==> config.mk <==
export PLATFORM = sky130hd
export DESIGN_NAME = kernel_load_ctrl
export DESIGN_NICKNAME = d
export VERILOG_FILES = /design/src/rtl/kernel_load_ctrl.sv
export SDC_FILE = /design/constraint.sdc
export NUM_CORES = 1
export LEC_CHECK = 0
export CORE_MARGIN = 5
export CORE_UTILIZATION = 47
export DETAILED_ROUTE_END_ITERATION = 10
export GPL_TIMING_DRIVEN = 0
export PLACE_DENSITY = 0.92
export RECOVER_POWER = 100
export SKIP_LAST_GASP = 1
export SLEW_MARGIN = 20
export SYNTH_ARGS = -nofsm -noshare
export SYNTH_HDL_FRONTEND = slang
export SYNTH_SLANG_ARGS = --single-unit
==> constraint.sdc <==
create_clock -name clk -period 6.4 [get_ports clk]
set_input_delay 1.28 -clock clk [delete_from_list [all_inputs] [get_ports clk]]
set_output_delay 1.28 -clock clk [all_outputs]
set_load 0.1 [all_outputs]
==> src/rtl/kernel_load_ctrl.sv <==
// Kernel FIFO load sequencer; optional DRAIN timeout / empty checks under KLC_ERR_CHECK_EN.
// Latency: 15 cycles per kernel with immediate ack; first kernel_valid 14 cycles after start.
// Backpressure: holds kernel_valid until kernel_ack; DRAIN stalls until fifo_full.
module kernel_load_ctrl #(
  parameter int ADDR_W  = 16,
  parameter int DATA_W  = 32,
  parameter int TAPS    = 9,
  parameter int CNT_W   = 8,
  parameter int TMO_CYC = 4
) (
  input  logic              clk,
  input  logic              resetn,
  input  logic              start,
  input  logic [ADDR_W-1:0] base_addr,
  input  logic [CNT_W-1:0]  num_kernels,
  output logic              busy,
  output logic              done,
  output logic [CNT_W-1:0]  kernel_idx,
  output logic              mem_rd_en,
  output logic [ADDR_W-1:0] mem_addr,
  input  logic [DATA_W-1:0] mem_rdata,
  output logic              fifo_clr_n,
  output logic              fifo_write,
  output logic              fifo_read,
  output logic [DATA_W-1:0] fifo_data,
  input  logic              fifo_full,
  input  logic              fifo_empty,
  output logic              kernel_valid,
  input  logic              kernel_ack,
  output logic              error
);
  localparam int TAP_W = $clog2(TAPS + 1);

  typedef enum logic [2:0] {
    S_IDLE, S_CLEAR, S_FETCH, S_DRAIN, S_LATCH, S_PRESENT, S_NEXT
  } state_t;

  state_t            state, state_nxt;
  logic [ADDR_W-1:0] kbase, kbase_nxt;
  logic [CNT_W-1:0]  nk, nk_nxt, kidx, kidx_nxt;
  logic [CNT_W:0]    kidx_inc;
  logic [TAP_W-1:0]  tap, tap_nxt;
  logic              busy_q, busy_nxt, done_q, done_nxt, wr_q, err_q;

`ifdef KLC_ERR_CHECK_EN
  localparam int TMO_W = $clog2(TMO_CYC + 1);
  logic [TMO_W-1:0]  tmo, tmo_nxt;
  logic              err_nxt, violation;
`endif

  // kbase tracks tap 0 of the current kernel; wraps modulo 2^ADDR_W
  assign kidx_inc     = {1'b0, kidx} + (CNT_W+1)'(1);
  assign mem_rd_en    = (state == S_FETCH);
  assign mem_addr     = mem_rd_en ? kbase + ADDR_W'(tap) : '0;
  assign fifo_write   = wr_q;
  assign fifo_data    = wr_q ? mem_rdata : '0;
  assign fifo_read    = (state == S_LATCH);
  assign kernel_valid = (state == S_PRESENT);
  assign fifo_clr_n   = resetn & (state != S_CLEAR);
  assign busy         = busy_q;
  assign done         = done_q;
  assign kernel_idx   = kidx;
  assign error        = err_q;

  always_comb begin
    state_nxt = state;
    kbase_nxt = kbase;
    nk_nxt    = nk;
    kidx_nxt  = kidx;
    tap_nxt   = tap;
    busy_nxt  = busy_q;
    done_nxt  = 1'b0;
`ifdef KLC_ERR_CHECK_EN
    tmo_nxt   = tmo;
    err_nxt   = err_q;
    violation = 1'b0;
`endif
    case (state)
      S_IDLE: begin
        if (start && !err_q) begin
          if (num_kernels != '0) begin
            kbase_nxt = base_addr;
            nk_nxt    = num_kernels;
            kidx_nxt  = '0;
            busy_nxt  = 1'b1;
            state_nxt = S_CLEAR;
          end else begin
            done_nxt  = 1'b1;
          end
        end
      end
      S_CLEAR: begin
        tap_nxt   = '0;
        state_nxt = S_FETCH;
      end
      S_FETCH: begin
        tap_nxt = tap + TAP_W'(1);
        if (tap == TAP_W'(TAPS - 1)) state_nxt = S_DRAIN;
`ifdef KLC_ERR_CHECK_EN
        tmo_nxt = '0;
        if (tap == '0 && !fifo_empty) violation = 1'b1;
`endif
      end
      S_DRAIN: begin
        if (fifo_full) state_nxt = S_LATCH;
`ifdef KLC_ERR_CHECK_EN
        else if (tmo == TMO_W'(TMO_CYC - 1)) violation = 1'b1;
        else tmo_nxt = tmo + TMO_W'(1);
`endif
      end
      S_LATCH:   state_nxt = S_PRESENT;
      S_PRESENT: if (kernel_ack) state_nxt = S_NEXT;
      S_NEXT: begin
        if (kidx_inc < {1'b0, nk}) begin
          kidx_nxt  = kidx_inc[CNT_W-1:0];
          kbase_nxt = kbase + ADDR_W'(TAPS);
          state_nxt = S_CLEAR;
        end else begin
          done_nxt  = 1'b1;
          busy_nxt  = 1'b0;
          state_nxt = S_IDLE;
        end
      end
      default: state_nxt = S_IDLE;
    endcase
`ifdef KLC_ERR_CHECK_EN
    // abort the job without latching; error stays set until resetn
    if (violation) begin
      err_nxt   = 1'b1;
      done_nxt  = 1'b1;
      busy_nxt  = 1'b0;
      state_nxt = S_IDLE;
    end
`endif
  end

  always_ff @(posedge clk) begin
    if (!resetn) begin
      state  <= S_IDLE;
      kbase  <= '0;
      nk     <= '0;
      kidx   <= '0;
      tap    <= '0;
      busy_q <= 1'b0;
      done_q <= 1'b0;
      wr_q   <= 1'b0;
`ifdef KLC_ERR_CHECK_EN
      tmo    <= '0;
      err_q  <= 1'b0;
`endif
    end else begin
      state  <= state_nxt;
      kbase  <= kbase_nxt;
      nk     <= nk_nxt;
      kidx   <= kidx_nxt;
      tap    <= tap_nxt;
      busy_q <= busy_nxt;
      done_q <= done_nxt;
      wr_q   <= mem_rd_en;
`ifdef KLC_ERR_CHECK_EN
      tmo    <= tmo_nxt;
      err_q  <= err_nxt;
`endif
    end
  end

`ifndef KLC_ERR_CHECK_EN
  logic unused_chk;
  assign err_q      = 1'b0;
  assign unused_chk = fifo_empty ^ (TMO_CYC < 0);
`endif

endmodule

==> flow_summary.ini <==
[finish]
fin_area_mm2 = 0.00452
drive_above_1_share = 0.0607
final_nets = 622
syn2layout_area_growth_pct = 45.0
diodes = 0

[synth]
synth-edff-count = 0
yosys.area_share.xor_xnor = 0.0478
synth_area_mm2 = 0.00312
yosysUniqueCellTypes = 52
synth_top_flop_cell = dfxtp_1
synth-adder-area-share = 0.0666
yosys.area_share.simple = 0.303
ys_seq_area_frac = 0.270
synth-seq-cells = 42
synthArstFlopShare = 0
syn-mean-instance-area_um2 = 7.53
synthMuxAreaShare = 0.0325
synth_fp_nets = 492
synth-compound-area-share = 0.213
synth_top_family_by_area = simple AND/OR/NAND/NOR gates
yosys_warnings = 0
synthCells = 414

[global_route]
grt_pass1_vias = 3312
overflow = 0
grt_pass1_wl_um = 15800
grtUsageMet2 = 0.402
grt-busiest-layer = met2
grt_usage = 0.227
grt_util_met1 = 0.271
grt_max_degree = 13
antenna_found_initial = 0
met3_usage = 0.0504

[detailed_routing]
dr_total_vias = 3515
drt_wl_total_um = 10100
wl_per_cell_um = 16.3
ant_nets = 0
drt_iter0_markers = 303
dr.pass1.iters = 5
via_per_inst = 5.66
remaining_drc_errors = 0

[floorplanning]
die_y_um = 91.4
dieArea_mm2 = 0.00836
fp-row-count = 29
die_x_um = 91.4
start_util = 0.488
io_pins = 126
core_area_mm2 = 0.00639

[worst_setup_path]
cp_max_fo = 10
cp.arrival_ns = 3.81
start_kind = primary input
worst_setup_path_end_kind = output port
critical_path_required_ns = 5.12
r2r_slack_ns = 2.41
crit_type = primary input to output port

[clock_tree]
cts_tree = built
cts_setup_buffers = 0
clk-insertion-delay-late_ns = 0.30
cts_max_path_buffers = 2
clkSinkCount = 42
clk_pin_slew_worst_paths_ns = 0.08
numCtsBuffers = 5
cts_resized = 0
cts_root_buf = clkbuf_8
cts_hold_buf = 0
htree_levels = 2

[sta]
slew_headroom = 0.311
slew_violations = 0
min_period_ns = 5.09
fmax_ghz = 0.196
worst_pin_slew_ns = 1.03
rsz0062_at_grt = no
hold_viol_final = 0
totalNegativeSetupSlack_ns = 0
post-route-period-util = 0.795
setup_viol = 0
worst_clock_skew_ns = 0.00881

[outcome]
status = complete, no violations

[power]
leakagePower_nw = 1.93
peakVddDrop_uv = 141
powerDensity_mw_per_mm2 = 176

[placement]
place_congestion = 0.893
place_area_mm2 = 0.00444
hpwl_um = 7930
portBuffers = 123

[min_path]
hold_class = flop to flop

[run]
max_cap_viol_count = 0
==> cell families after synthesis <==
logic type | count (synthesis)
muxes | 10
xor gates and xnor gates | 17
and+or+nand+nor | 183
other | 1
buffers and inverters | 47
AOI/OAI and AO/OA | 98
adders and majority gates | 16
DFF | 42
==> state kept, by name, indices dropped and copies added (netlist names) <==
name	flops
busy	1
fifo_write	1
kbase	16
nk	8
state	3
done	1
kernel_idx	8
tap	4
==> worst max-delay path, stage by stage <==
cell           delay, ns
dlygate4sd3_1       0.70
inv_1               0.09
clkbuf_1            0.25
a21oi_1             0.25
dlygate4sd3_1       1.23
==> per-stage QoR <==
step	cells	hold WS, ns	util	total power (W)	setup slack (ns)
floorplan	414	0.452	-	0.000498	1.40
global placement	614	0.477	0.696	0.000585	1.46
detailed placement	614	0.482	0.696	0.000592	1.45
CTS	621	0.501	0.714	0.000805	1.45
global route	621	0.524	0.708	0.000827	1.27
finish	621	0.495	0.708	0.000795	1.31
==> Yosys cell counts (all sizes together) (6+ instances only) <==
cell / count / area share
ha: 15 / 0.060
dfxtp: 42 / 0.27
mux2i: 9 / 0.029
a21o: 6 / 0.014
and2: 36 / 0.072
and3: 7 / 0.014
o21ai: 14 / 0.022
nand3: 12 / 0.021
clkbuf: 17 / 0.020
nor2: 49 / 0.060
xnor2: 12 / 0.034
nand2: 35 / 0.042
inv: 16 / 0.019
nor4: 6 / 0.016
nor3: 14 / 0.027
o32ai: 7 / 0.020
a21oi: 38 / 0.062
o211ai: 7 / 0.017
buf: 14 / 0.026
==> placed cells by master (no fill, tap or decap), types with 6 or more instances in the layout <==
cell              n
a21o_1            6
a21oi_1          37
and2_1           36
and3_1            7
buf_2             6
clkbuf_1         23
clkbuf_8          6
clkdlybuf4s50_1  58
dfxtp_1          42
dlygate4sd3_1    65
ha_1             15
inv_1            16
mux2i_1           9
nand2_1          35
nand3_1          12
nor2_1           48
nor3_1           12
o211ai_1          7
o21ai_0          14
o32ai_1           7
xnor2_1          12
==> routing by layer <==
| metal | part of all wire | vias up |
|---|---|---|
| met2 | 0.50 | 200 |
| met1 | 0.40 | 1593 |
| met5 | 0 | - |
| li1 | - | 1703 |
| met3 | 0.085 | 19 |
| met4 | 0.020 | 0 |
==> where the power goes <==
group	internal (W)	switching [W]
combinational	0.0000941	0.000186
sequential	0.000278	0.0000176
clock	0.000125	0.0000936
==> worst paths after layout <==
check                              startpoint       endpoint  cells after the start
worst max-delay path                   resetn     fifo_clr_n                      5
worst min-delay path                    nk[5]          nk[5]                      2
worst max register to register  kernel_idx[0]  kernel_idx[5]                     13
worst min register to register          nk[5]          nk[5]                      2
==> cell type report <==
cell class,instances,area [um2]
Buffer,31,131
Clock buffer,6,82.6
Clock inverter,1,30.0
Fill cell,550,1870
Inverter,16,60.1
Multi-Input combinational cell,325,2050
Sequential cell,42,841
Tap cell,77,96.3
Timing Repair Buffer,123,1230
(Power assumes the default switching activity.)
